### src/rtl/kwan_cpu_pkg.sv
// kwanCPU shared definitions: datapath sizing defaults
// and operand-fetch FSM encodings.
package kwan_cpu_pkg;

    localparam int XLEN_D = 8;
    localparam int N_D    = 8;
    localparam int A_D    = $clog2(N_D);

    typedef enum logic [1:0] {
        OF_EMPTY = 2'd0,
        OF_FRESH = 2'd1,
        OF_HELD  = 2'd2
    } of_state_e;

endpackage

### src/rtl/of_scoreboard.sv
// Pending-destination scoreboard for operand fetch:
// tracks outstanding writes and flags stray writebacks.
module of_scoreboard
    import kwan_cpu_pkg::*;
#(
    parameter int N = N_D,
    parameter int A = $clog2(N)
) (
    input  logic         clk,
    input  logic         rst_n,
    input  logic         i_set_en,
    input  logic [A-1:0] i_set_addr,
    input  logic         i_clr_en,
    input  logic [A-1:0] i_clr_addr,
    input  logic [A-1:0] i_q0,
    input  logic [A-1:0] i_q1,
    input  logic [A-1:0] i_q2,
    output logic         o_hz0,
    output logic         o_hz1,
    output logic         o_hz2,
    output logic         o_err
);

    logic [N-1:0] r_pending;
    logic         r_err;
    logic [N-1:0] w_set_mask;
    logic [N-1:0] w_clr_mask;
    logic         w_clr_live;

    assign w_clr_live = i_clr_en && (i_clr_addr != '0);

    // A writeback landing this cycle resolves the hazard already
    function automatic logic hz(input logic [A-1:0] q);
        return (q != '0) && r_pending[q] &&
               !(i_clr_en && (i_clr_addr == q));
    endfunction

    assign o_hz0 = hz(i_q0);
    assign o_hz1 = hz(i_q1);
    assign o_hz2 = hz(i_q2);
    assign o_err = r_err;

    always_comb begin
        w_set_mask = '0;
        w_clr_mask = '0;
        if (i_set_en && (i_set_addr != '0))
            w_set_mask[i_set_addr] = 1'b1;
        if (w_clr_live)
            w_clr_mask[i_clr_addr] = 1'b1;
    end

    always_ff @(posedge clk or negedge rst_n) begin
        if (!rst_n) begin
            r_pending <= '0;
            r_err     <= 1'b0;
        end else begin
            r_pending <= (r_pending & ~w_clr_mask) | w_set_mask;
            if (w_clr_live && !r_pending[i_clr_addr])
                r_err <= 1'b1;
        end
    end

endmodule

### src/rtl/operand_fetch.sv
// kwanCPU operand-fetch stage: regfile read, hazard stall,
// and a skid for operands when execute back-pressures.
module operand_fetch
    import kwan_cpu_pkg::*;
#(
    parameter int XLEN = XLEN_D,
    parameter int N    = N_D,
    parameter int A    = $clog2(N)
) (
    input  logic            clk,
    input  logic            rst_n,
    input  logic            in_valid,
    output logic            in_ready,
    input  logic [A-1:0]    in_rs0,
    input  logic [A-1:0]    in_rs1,
    input  logic [A-1:0]    in_rd,
    input  logic            in_rd_we,
    output logic [A-1:0]    rf_addr0,
    output logic [A-1:0]    rf_addr1,
    input  logic [XLEN-1:0] rf_data0,
    input  logic [XLEN-1:0] rf_data1,
    input  logic            wb_we,
    input  logic [A-1:0]    wb_addr,
    output logic            out_valid,
    input  logic            out_ready,
    output logic [XLEN-1:0] out_op0,
    output logic [XLEN-1:0] out_op1,
    output logic [A-1:0]    out_rd,
    output logic            out_rd_we,
    output logic            sb_err
);

    of_state_e       r_state;
    logic [XLEN-1:0] r_held0;
    logic [XLEN-1:0] r_held1;
    logic [A-1:0]    r_rd;
    logic            r_rd_we;

    logic w_hz0;
    logic w_hz1;
    logic w_hz2;
    logic w_stall;
    logic w_accept;
    logic w_fresh;

    of_scoreboard #(
        .N (N),
        .A (A)
    ) u_sb (
        .clk        (clk),
        .rst_n      (rst_n),
        .i_set_en   (w_accept && in_rd_we),
        .i_set_addr (in_rd),
        .i_clr_en   (wb_we),
        .i_clr_addr (wb_addr),
        .i_q0       (in_rs0),
        .i_q1       (in_rs1),
        .i_q2       (in_rd),
        .o_hz0      (w_hz0),
        .o_hz1      (w_hz1),
        .o_hz2      (w_hz2),
        .o_err      (sb_err)
    );

    assign w_stall  = w_hz0 || w_hz1 || (in_rd_we && w_hz2);
    assign in_ready = rst_n && !w_stall &&
                      ((r_state == OF_EMPTY) || out_ready);
    assign w_accept = in_valid && in_ready;

    // Write-first regfile covers same-cycle wb, so no bypass
    assign rf_addr0 = in_rs0;
    assign rf_addr1 = in_rs1;

    assign w_fresh   = (r_state == OF_FRESH);
    assign out_valid = (r_state != OF_EMPTY);
    assign out_op0   = w_fresh ? rf_data0 : r_held0;
    assign out_op1   = w_fresh ? rf_data1 : r_held1;
    assign out_rd    = r_rd;
    assign out_rd_we = r_rd_we;

    always_ff @(posedge clk or negedge rst_n) begin
        if (!rst_n) begin
            r_state <= OF_EMPTY;
            r_held0 <= '0;
            r_held1 <= '0;
            r_rd    <= '0;
            r_rd_we <= 1'b0;
        end else begin
            if (w_accept) begin
                r_rd    <= in_rd;
                r_rd_we <= in_rd_we;
            end
            unique case (r_state)
                OF_EMPTY: begin
                    if (w_accept)
                        r_state <= OF_FRESH;
                end
                OF_FRESH: begin
                    if (out_ready) begin
                        r_state <= w_accept ? OF_FRESH : OF_EMPTY;
                    end else begin
                        r_state <= OF_HELD;
                        r_held0 <= rf_data0;
                        r_held1 <= rf_data1;
                    end
                end
                OF_HELD: begin
                    if (out_ready)
                        r_state <= w_accept ? OF_FRESH : OF_EMPTY;
                end
                default: r_state <= OF_EMPTY;
            endcase
        end
    end

endmodule

### config.mk
export PLATFORM = sky130hd
export DESIGN_NAME = operand_fetch
export DESIGN_NICKNAME = d
export VERILOG_FILES = /design/src/rtl/kwan_cpu_pkg.sv /design/src/rtl/of_scoreboard.sv /design/src/rtl/operand_fetch.sv
export SDC_FILE = /design/constraint.sdc
export NUM_CORES = 1
export LEC_CHECK = 0
export BUFFER_PORTS_ARGS = -buffer_cell sky130_fd_sc_hd__buf_2
export CAP_MARGIN = 20
export CORE_UTILIZATION = 45
export CTS_CLUSTER_SIZE = 24
export DETAILED_ROUTE_END_ITERATION = 8
export PLACE_DENSITY = 0.75
export SYNTH_ARGS = -nofsm -noshare
export SYNTH_HDL_FRONTEND = slang
export SYNTH_SLANG_ARGS = --single-unit
### constraint.sdc
create_clock -name clk -period 1.8 [get_ports clk]
set_clock_uncertainty 0.05 [all_clocks]
set_input_delay 0.45 -clock clk [delete_from_list [all_inputs] [get_ports clk]]
set_output_delay 0.45 -clock clk [all_outputs]
set_load 0.02 [all_outputs]
==> results.py, run 1 <==
metrics = {
    "status": {
        "status": "finished with violations",
        "violations": "setup timing",
    },
    "sta": {
        "worst_pin_slew_ns": 0.408,
        "fin_setup_tns_ns": -4.05,
        "post-route-period-util_pct": 119,
        "slew_violations": 0,
        "period_minus_slack_ns": 2.14,
        "finalWorstSetupSlack_ns": -0.337,
        "hold_slack_ns": 0.0674,
        "relSlewSlack_pct": 72.5,
        "setup_viol": 26,
        "rsz0062_at_grt": "true",
        "hold_violations": 0,
        "max_freq_mhz": 468,
    },
    "critical_path": {
        "ff2ff_path_depth": 8,
        "path_buf_inv": 2,
        "cp.depth": 7,
        "criticalPathCategory": "flip-flop to output port",
        "crit_family": "simple AND/OR/NAND/NOR gates",
        "crit_required_ns": 1.30,
        "cpMostUsedCell": "buf_6",
        "cp_max_fo": 4,
        "crit_arrival_ns": 1.64,
        "crit_chain": "buf_6 > mux2i_1 > nand3b_1 > nand4_1 > nand2_2 > nor3_4 > buf_6",
        "reg2reg_slack_ns": -0.07,
        "max_stage_delay_ns": 0.43,
        "cp_slowest_cell": "dfrtp_1",
        "end_kind": "output port",
        "start_kind": "flip-flop",
    },
    "floorplanning": {
        "core_sq_mm": 0.00403,
        "die_x_microns": 67.1,
        "io_pins": 63,
        "rows": 23,
        "die_h_microns": 67.1,
        "die_area_sq_mm": 0.00450,
        "start_util_pct": 47.3,
    },
    "cells_and_area": {
        "syn_to_final_growth_pct": 45.3,
        "drive_above_1_share_pct": 61.7,
        "post-route-util_pct": 68.8,
        "layout.cells.non_filler": 303,
        "nNetsFinal": 286,
        "n_fill_cell": 308,
        "insertedDiodeCount": 0,
        "post-route-cell-area_sq_mm": 0.00277,
    },
    "global_routing": {
        "grt_start_max_net_pins": 21,
        "overflow": 0,
        "grt_usage_pct": 23.9,
        "grt_first_pass_wirelength_microns": 7940,
        "antenna_found_initial": 0,
        "grt_pass1_vias": 1681,
    },
    "synthesis": {
        "syn_avg_cell_area_sq_um": 11.3,
        "yosys.area.top_type": "dfrtp_1",
        "syn_nets": 203,
        "syn_inst": 169,
        "synthTopCellsByArea": "dfrtp_1 39%, mux2_2 20%, mux2i_1 5.2%",
        "synth_top_area_share_pct": 39.4,
        "syn_area_sq_mm": 0.00191,
        "ys_types": 31,
        "yosysWarnings": 0,
        "seq_area_frac_synth_pct": 39.4,
        "ys_ff_latch": 30,
    },
    "power": {
        "p_leak_nw": 1.29,
        "ir_drop_mv": 0.830,
        "pwr_density_cell_mw_per_mm2": 1120,
    },
    "placed_design": {
        "portBuffers": 62,
        "gp_congestion": 0.880,
        "hpwl_microns": 3140,
        "place_area_sq_mm": 0.00235,
        "place_inst": 285,
    },
    "routing": {
        "via_per_inst": 5.64,
        "drc": 0,
        "drt_pre_antenna_iters": 4,
        "wl_microns": 5260,
        "wire_per_inst_microns": 17.3,
        "dr.first_iter.drc_count": 76,
        "ant_nets": 0,
        "vias": 1710,
    },
    "clocking": {
        "clk_pin_slew_ns": 0.07,
        "cts_tree": "built",
        "cts_buffer_depth": 2,
        "cts_hold_buf": 0,
        "h-tree-depth": 2,
        "clkLatencyLatePin_ns": 0.28,
        "cts_root_buf": "clkbuf_8",
        "numCtsBuffers": 5,
        "clkSinkCount": 30,
    },
    "min_path": {
        "hp-class": "primary input to async pin",
    },
    "flow_run": {
        "drv_cap": 0,
    },
}
-- per-stage QoR --
| step | total power [mW] | setup slack, ns |
|---|---|---|
| global route | 3.23 | -0.395 |
| finish | 3.09 | -0.337 |
| global placement | 2.00 | -0.309 |
| detailed placement | 2.03 | -0.348 |
| CTS | 3.03 | -0.258 |
| floorplan | 1.70 | -0.116 |
-- per-layer routing --
metal / vias to the layer above / part of all wire (%) / global-route usage [%]
li1: 779 / - / -
met1: 845 / 43 / 31.4
met2: 71 / 51 / 37.9
met3: 15 / 3.9 / 4.28
met4: 0 / 2.5 / 10.4
met5: - / 0 / 0
-- sequential cells by signal, indices dropped and copies added, names as in the netlist --
name            count
u_sb.r_pending      7
r_held0             8
r_held1             8
r_state             2
out_rd              3
u_sb.o_err          1
out_rd_we           1
-- repair_timing --
item,4_1_cts,5_1_grt
hold endpoints to repair,0,0
cloned,1,1
gates resized for setup,61,11
pin swaps,7,6
setup endpoints to repair,22,38
setup buffers,4,5
-- cells in the final DEF (no fill, tap or decap), drive strengths merged, types with 3 or more instances in the layout --
cell,netlist,final
dfrtp,30,30
mux2,36,36
o21ai,9,9
nand3,5,5
nand4,5,5
nand3b,4,4
nand2,7,7
buf,18,94
xnor2,10,10
o31ai,5,5
mux2i,10,10
clkbuf,1,5
nor2,5,5
a21oi,6,6
nand2b,3,3
-- where the power goes --
group | internal [mW] | switching, mW
logic | 0.800 | 0.627
registers | 0.868 | 0.128
clock network | 0.407 | 0.262
-- cell usage after synthesis --
cell type,instances
dfrtp_1,30
a21o_1,1
nor2_1,5
buf_6,2
o41ai_2,1
buf_4,7
clkbuf_1,1
o211ai_1,1
inv_1,2
mux2i_1,10
a21oi_1,6
o21ai_0,9
nor3_1,1
mux2_4,2
nand3b_1,4
nand2_1,7
a221oi_1,1
nand4_1,5
nor2b_1,2
buf_2,9
o2111a_1,1
a211oi_1,1
a311oi_1,1
nand4bb_4,1
nand2b_1,3
xnor2_1,10
mux2_2,34
o2111ai_4,1
mux4_2,1
nand3_1,5
o31ai_1,5
-- final timing paths --
| check | start | to |
|---|---|---|
| max | u_sb.r_pending[3] | in_ready |
| min | rst_n | r_state[0] |
| max reg2reg | u_sb.r_pending[3] | u_sb.r_pending[4] |
| min reg2reg | u_sb.o_err | u_sb.o_err |
| max in group asynchronous | rst_n | u_sb.r_pending[1] |
| min in group clk | out_ready | r_state[1] |
-- cells by family after synthesis --
group                     Yosys count  share of synthesized area [%]
AOI/OAI and AO/OA                  28                           10.8
xor gates and xnor gates           10                           4.59
buffers and inverters              21                           6.89
DFF                                30                           39.4
muxes                              47                           28.1
and+or+nand+nor                    33                           10.2
-- final cells by class --
type                            instances  area, sq um  share of cell area, %
Timing Repair Buffer                   94          676                   24.4
Tap cell                               50         62.6                   2.26
Clock inverter                          3         40.0                   1.45
Inverter                                2         7.51                  0.271
Sequential cell                        30          753                   27.2
Clock buffer                            5         68.8                   2.48
Multi-Input combinational cell        119         1160                   42.0
Power figures use the tool's default switching activity.
==> run 2: changes to the inputs <==
--- a/config.mk
+++ b/config.mk
@@ -5,12 +5,14 @@
 export SDC_FILE = /design/constraint.sdc
 export NUM_CORES = 1
 export LEC_CHECK = 0
+export ABC_AREA = 1
 export BUFFER_PORTS_ARGS = -buffer_cell sky130_fd_sc_hd__buf_2
 export CAP_MARGIN = 20
-export CORE_UTILIZATION = 45
+export CORE_ASPECT_RATIO = 0.6
+export CORE_UTILIZATION = 46
 export CTS_CLUSTER_SIZE = 24
 export DETAILED_ROUTE_END_ITERATION = 8
-export PLACE_DENSITY = 0.75
+export PLACE_DENSITY = 0.76
 export SYNTH_ARGS = -nofsm -noshare
 export SYNTH_HDL_FRONTEND = slang
 export SYNTH_SLANG_ARGS = --single-unit
==> run 2 against run 1 <==
Effect of this change:
- the flow still finishes with violations (setup timing)
- fmax grew 6.0%
- utilization down 1.1 points
- total power is 15% lower
- synthesized area increased by 6.0%
- register-to-register slack better by 0.21 ns
- global-route usage increased by 1.7 points
- critical path type unchanged
==> results.py, run 2 <==
metrics = {
    "sta": {
        "relSlewSlack_pct": 73.9,
        "max_freq_mhz": 496,
        "finalWorstSetupSlack_ns": -0.215,
        "setup_viol": 17,
        "rsz0062_at_grt": "true",
        "hold_violations": 0,
        "worst_pin_slew_ns": 0.392,
        "post-route-period-util_pct": 112,
        "slew_violations": 0,
        "period_minus_slack_ns": 2.02,
    },
    "power": {
        "p_total_mw": 2.62,
        "p_leak_nw": 1.59,
        "ir_drop_mv": 0.631,
        "pwr_density_cell_mw_per_mm2": 929,
    },
    "critical_path": {
        "crit_family": "simple AND/OR/NAND/NOR gates",
        "crit_chain": "nand3_1 > nand2_1 > inv_1 > o21ai_1 > nand3_1 > nand2_2 > nor2_8 > buf_6",
        "max_stage_delay_ns": 0.44,
        "path_buf_inv": 2,
        "r2r-end": "out_rd[0]",
        "cpMostUsedCell": "nand3_1",
        "crit_required_ns": 1.30,
        "cp_max_fo": 4,
        "start_kind": "flip-flop",
        "cp_slowest_cell": "dfrtp_1",
        "end_kind": "output port",
        "reg2reg_slack_ns": 0.14,
        "ff2ff_path_depth": 11,
        "criticalPathCategory": "flip-flop to output port",
        "crit_arrival_ns": 1.52,
        "r2r_start": "u_sb.r_pending[1]",
    },
    "routing": {
        "wire_per_inst_microns": 13.2,
        "drc": 0,
        "vias": 2264,
        "wl_microns": 5920,
        "via_per_inst": 5.04,
        "dr.first_iter.drc_count": 229,
        "ant_nets": 0,
        "drt_pre_antenna_iters": 5,
    },
    "synthesis": {
        "syn_avg_cell_area_sq_um": 6.59,
        "ys_types": 24,
        "synth_top_area_share_pct": 38.4,
        "yosysWarnings": 0,
        "yosys.area.top_type": "dfrtp_1",
        "synthTopCellsByArea": "dfrtp_1 38%, nand2_1 20%, o21ai_0 11%",
        "ys.flop_type": "dfrtp_1",
        "async_reset_ff_share_pct": 100,
        "syn_area_sq_mm": 0.00202,
        "synth-edff-count": 0,
        "syn_nets": 341,
        "synthMostInstantiatedCell": "nand2_1",
        "ys_ff_latch": 31,
        "synth_common_cells": "107 x nand2_1, 43 x o21ai_0, 41 x inv_1, 31 x dfrtp_1",
        "seq_area_frac_synth_pct": 38.4,
        "syn_inst": 307,
    },
    "floorplanning": {
        "die_x_microns": 87.6,
        "core_sq_mm": 0.00417,
        "io_pins": 63,
        "die_area_sq_mm": 0.00467,
        "start_util_pct": 48.5,
        "die_h_microns": 53.4,
        "rows": 18,
    },
    "global_routing": {
        "overflow": 0,
        "grt_usage_pct": 25.5,
        "grt_first_pass_wirelength_microns": 8630,
        "antenna_found_initial": 0,
        "grt_start_max_net_pins": 33,
        "grt_pass1_vias": 1845,
    },
    "clocking": {
        "cts_root_buf": "clkbuf_8",
        "cts_tree": "built",
        "numCtsBuffers": 5,
        "clkSinkCount": 31,
        "cts_buffer_depth": 2,
        "clk_pin_slew_ns": 0.06,
        "clkLatencyLatePin_ns": 0.28,
        "h-tree-depth": 2,
    },
    "status": {
        "status": "finished with violations",
        "violations": "setup timing",
    },
    "cells_and_area": {
        "insertedDiodeCount": 0,
        "post-route-util_pct": 67.6,
        "layout.cells.non_filler": 449,
        "multi_input_area_sq_mm": 0.00104,
        "n_fill_cell": 345,
        "final_cell_mix": "101 x nand2_1, 45 x buf_2, 39 x buf_4",
        "syn_to_final_growth_pct": 39.4,
        "nNetsFinal": 423,
        "final_common_cell": "nand2_1",
        "drive_above_1_share_pct": 35.2,
        "seqCellArea_sq_um": 778,
        "top_regs": "r_held0 x8, r_held1 x8, u_sb.r_pending x8",
    },
    "placed_design": {
        "place_ws_ns": -0.165,
        "gp_congestion": 0.988,
        "hpwl_microns": 4040,
        "place_inst": 435,
        "portBuffers": 62,
    },
    "min_path": {
        "hp-class": "primary input to async pin",
    },
    "flow_run": {
        "drv_cap": 0,
    },
}
## run 2: changes by cell type after synthesis, moves of 6 or more
| cell | change |
|---|---|
| nor2_1 | +15 |
| inv_2 | +6 |
| inv_1 | +39 |
| clkbuf_1 | +7 |
| buf_2 | -8 |
| mux2i_1 | -10 |
| nand2_1 | +100 |
| mux2_2 | -34 |
| o21ai_0 | +34 |
| xnor2_1 | -10 |
| nand3_1 | +15 |
## run 2: per-layer routing
layer / GRT usage, % / vias to the layer above / routed length, microns
li1: - / 1118 / -
met1: 37.9 / 1029 / 2820
met2: 32.8 / 103 / 2480
met3: 9.52 / 14 / 549
met4: 8.74 / 0 / 78
met5: 0 / - / 0
## run 2: layout make-up
cell class              instances  area share (%)
flip-flops and latches         31            27.6
well taps                      60            2.66
repair buffers                 92            23.4
clock inverters                 1           0.178
clock buffers                   6            2.93
inverters                      47            6.35
multi-input cells             212            36.8
## run 2: how the worst max path moves through the flow
stage	from	end	slack [ns]	depth (start not counted)
after floorplan	r_state[1]	out_op0[0]	0.02	4
after CTS	u_sb.r_pending[5]	in_ready	-0.17	10
after detailed placement	in_rs0[0]	in_ready	-0.16	8
after global placement	in_rs0[0]	in_ready	-0.21	8
after global routing	u_sb.r_pending[6]	in_ready	-0.28	10
final	u_sb.r_pending[1]	in_ready	-0.22	8
## run 2: worst register-to-register path: cells and delay by family (launching register included)
kind	cells	cell delay [ns]
simple gates	8	0.79
flops	1	0.44
buf+inv	2	0.22
compound gates	1	0.07
## run 2: cells by family (layout without fill, tap and decap cells)
| logic type | after synthesis | after routing | synth area share [%] |
|---|---|---|---|
| and+or+nand+nor | 159 | 159 | 33.5 |
| buffers and inverters | 64 | 146 | 13.6 |
| AOI/OAI and AO/OA | 53 | 53 | 14.5 |
| DFF | 31 | 31 | 38.4 |
## run 2: report_power, final
part           total [mW]  switching [mW]  leakage [nW]  internal, mW
logic                1.09           0.618          1.15         0.469
registers           0.972           0.114         0.395         0.858
clock network       0.559           0.259        0.0470         0.299
total                2.62           0.991          1.59          1.63
## run 2: repair_timing
item / CTS / global route
hold buffers: 0 / 0
pin swaps: 4 / 3
cloned: 1 / 2
resized for setup: 48 / 20
endpoints found under the setup margin: 17 / 18
setup buffers: 4 / 0
## run 2: metrics by stage
stage | hold slack (ns) | instance area, sq um | TNS (ns)
2_1_floorplan | 0.104 | 2020 | 0
3_3_place_gp | 0.317 | 2490 | -0.934
3_5_place_dp | 0.322 | 2490 | -0.510
4_1_cts | 0.157 | 2700 | -0.876
5_1_grt | 0.167 | 2820 | -2.89
6_report | 0.140 | 2820 | -1.65
==> run 3: changes to the inputs <==
--- a/config.mk
+++ b/config.mk
@@ -9,10 +9,10 @@
 export BUFFER_PORTS_ARGS = -buffer_cell sky130_fd_sc_hd__buf_2
 export CAP_MARGIN = 20
 export CORE_ASPECT_RATIO = 0.6
-export CORE_UTILIZATION = 46
+export CORE_UTILIZATION = 51
 export CTS_CLUSTER_SIZE = 24
 export DETAILED_ROUTE_END_ITERATION = 8
-export PLACE_DENSITY = 0.76
+export PLACE_DENSITY = 0.8
 export SYNTH_ARGS = -nofsm -noshare
 export SYNTH_HDL_FRONTEND = slang
 export SYNTH_SLANG_ARGS = --single-unit
==> constraint.sdc (replaced) <==
create_clock -name clk -period 2.1 [get_ports clk]
set_clock_uncertainty 0.05 [all_clocks]
set_input_delay 0.525 -clock clk [delete_from_list [all_inputs] [get_ports clk]]
set_output_delay 0.525 -clock clk [all_outputs]
set_load 0.02 [all_outputs]
==> run 3 against run 2 <==
Effect of this change:
- the run now ends clean
- final area fell by 11%
- clock power shrank 21%
- flip-flop and latch count unchanged
- first-iteration DRC count decreased by 38%
- routed wire length shrank 14%
- count of clock-buffer cells in the layout up 1
- sequential power down 15%
- setup slack better by 0.23 ns
==> results.py, run 3 (same netlist as run 2, synthesis figures left out) <==
metrics = {
    "status": {
        "status": "completed",
    },
    "global_routing": {
        "grt_usage_pct": 26.6,
        "grt_first_pass_wirelength_microns": 8630,
        "overflow": 0,
        "grt_start_max_net_pins": 33,
        "grt_pass1_vias": 1913,
        "antenna_found_initial": 0,
    },
    "placed_design": {
        "hpwl_microns": 3990,
        "gp_congestion": 1.00,
        "portBuffers": 62,
        "place_inst": 410,
    },
    "sta": {
        "max_freq_mhz": 479,
        "hold_slack_ns": 0.248,
        "relSlewSlack_pct": 74.4,
        "worst_pin_slew_ns": 0.383,
        "period_minus_slack_ns": 2.09,
        "setup_viol": 0,
        "rsz0062_at_grt": "true",
        "hold_violations": 0,
        "fin_setup_tns_ns": 0,
        "slew_violations": 0,
        "post-route-period-util_pct": 99.4,
    },
    "cells_and_area": {
        "syn_to_final_growth_pct": 23.8,
        "top_regs": "r_held0 x8, r_held1 x8, u_sb.r_pending x8",
        "layout.cells.non_filler": 419,
        "final_cell_mix": "107 x nand2_1, 58 x buf_2, 37 x o21ai_0",
        "final_common_cell": "nand2_1",
        "post-route-util_pct": 67.2,
        "nNetsFinal": 405,
        "drive_above_1_share_pct": 28.0,
        "n_fill_cell": 332,
        "insertedDiodeCount": 0,
    },
    "power": {
        "p_comb_share_pct": 37.2,
        "pwr-share-seq_pct": 41.0,
        "pwr_density_cell_mw_per_mm2": 803,
        "ir_drop_mv": 0.472,
        "swShare_pct": 38.2,
        "p_int_mw": 1.24,
        "p_leak_nw": 1.45,
        "p_clk_share_pct": 21.8,
        "switchingPower_uw": 767,
    },
    "clocking": {
        "clkSinkCount": 31,
        "cts_hold_buf": 0,
        "clkLatencyLatePin_ns": 0.27,
        "numCtsBuffers": 5,
        "clk_pin_slew_ns": 0.06,
        "cts_buffer_depth": 2,
        "cts_tree": "built",
        "h-tree-depth": 2,
        "cts_root_buf": "clkbuf_8",
    },
    "critical_path": {
        "crit_required_ns": 1.52,
        "cp_max_fo": 8,
        "end_kind": "output port",
        "reg2reg_slack_ns": 0.46,
        "crit_arrival_ns": 1.51,
        "start_kind": "primary input",
        "criticalPathCategory": "primary input to output port",
    },
    "routing": {
        "ant_nets": 0,
        "drt_pre_antenna_iters": 5,
        "wl_microns": 5070,
        "via_per_inst": 5.11,
        "wire_per_inst_microns": 12.1,
        "dr.first_iter.drc_count": 143,
        "vias": 2142,
        "drc": 0,
    },
    "min_path": {
        "hp-class": "primary input to async pin",
    },
    "floorplanning": {
        "start_util_pct": 54.3,
        "die_area_sq_mm": 0.00423,
        "rows": 17,
        "core_sq_mm": 0.00372,
        "io_pins": 63,
        "die_x_microns": 83.3,
        "die_h_microns": 50.8,
    },
    "flow_run": {
        "drv_cap": 0,
    },
}
-- run 3: changes by cell type in the layout (fill, tap and decap cells not counted), sizes merged --
| cell | previous run | this run |
|---|---|---|
| buf | 90 | 71 |
| clkbuf | 8 | 10 |
-- run 3: final timing paths --
check                                       start                end  cells after the start
worst max-delay path                    in_rs0[0]           in_ready                      8
worst min-delay path                        rst_n         r_held1[4]                      2
worst max register to register  u_sb.r_pending[4]          out_rd[2]                     13
worst min register to register  u_sb.r_pending[0]  u_sb.r_pending[0]                      0
max in group asynchronous                   rst_n  u_sb.r_pending[6]                      2
min in group clk                u_sb.r_pending[0]  u_sb.r_pending[0]                      0
-- run 3: cell type report --
type | count | area, sq um | share of cell area (%)
inverter | 47 | 176 | 7.05
multi-input combinational | 212 | 982 | 39.3
clock inverter | 1 | 5.00 | 0.200
timing repair buffer | 74 | 427 | 17.0
sequential | 31 | 777 | 31.0
tap | 47 | 58.8 | 2.35
clock buffer | 7 | 76.3 | 3.05
-- run 3: timing repair --
item	in CTS	in global routing
pin swaps	0	1
gates cloned	0	0
resized for setup	2	18
buffers inserted	0	1
setup endpoints to repair	1	11
-- run 3: metrics by stage --
stage          setup WS [ns]  power, mW  area [sq um]
2_1_floorplan          0.228       1.30          2020
3_3_place_gp         -0.0607       1.55          2390
3_5_place_dp         -0.0254       1.56          2390
4_1_cts               0.0200       2.01          2470
5_1_grt              -0.0409       2.17          2500
6_report              0.0126       2.01          2500
-- run 3: critical path, stage by stage --
cell and delay, ns:
clkbuf_4 0.15, inv_1 0.09, o21ai_0 0.08, o21ai_1 0.24, nand3_2 0.12, nand2_2 0.14, nor2_8 0.04, buf_6 0.12
-- run 3: power groups by stage --
stage,clock (mW),sequential [mW],combinational [mW]
detailed placement,0,0.827,0.738
finish,0.439,0.823,0.747
CTS,0.451,0.820,0.740
global route,0.486,0.842,0.843
floorplan,0,0.833,0.466
global placement,0,0.824,0.724
-- run 3: metal layers --
| layer | track usage (%) | vias up | part of all wire, % |
|---|---|---|---|
| li1 | - | 1083 | - |
| met1 | 38.2 | 962 | 48 |
| met2 | 36.7 | 92 | 40 |
| met3 | 12.0 | 5 | 11 |
| met4 | 4.60 | 0 | 0.41 |
| met5 | 0 | - | 0 |
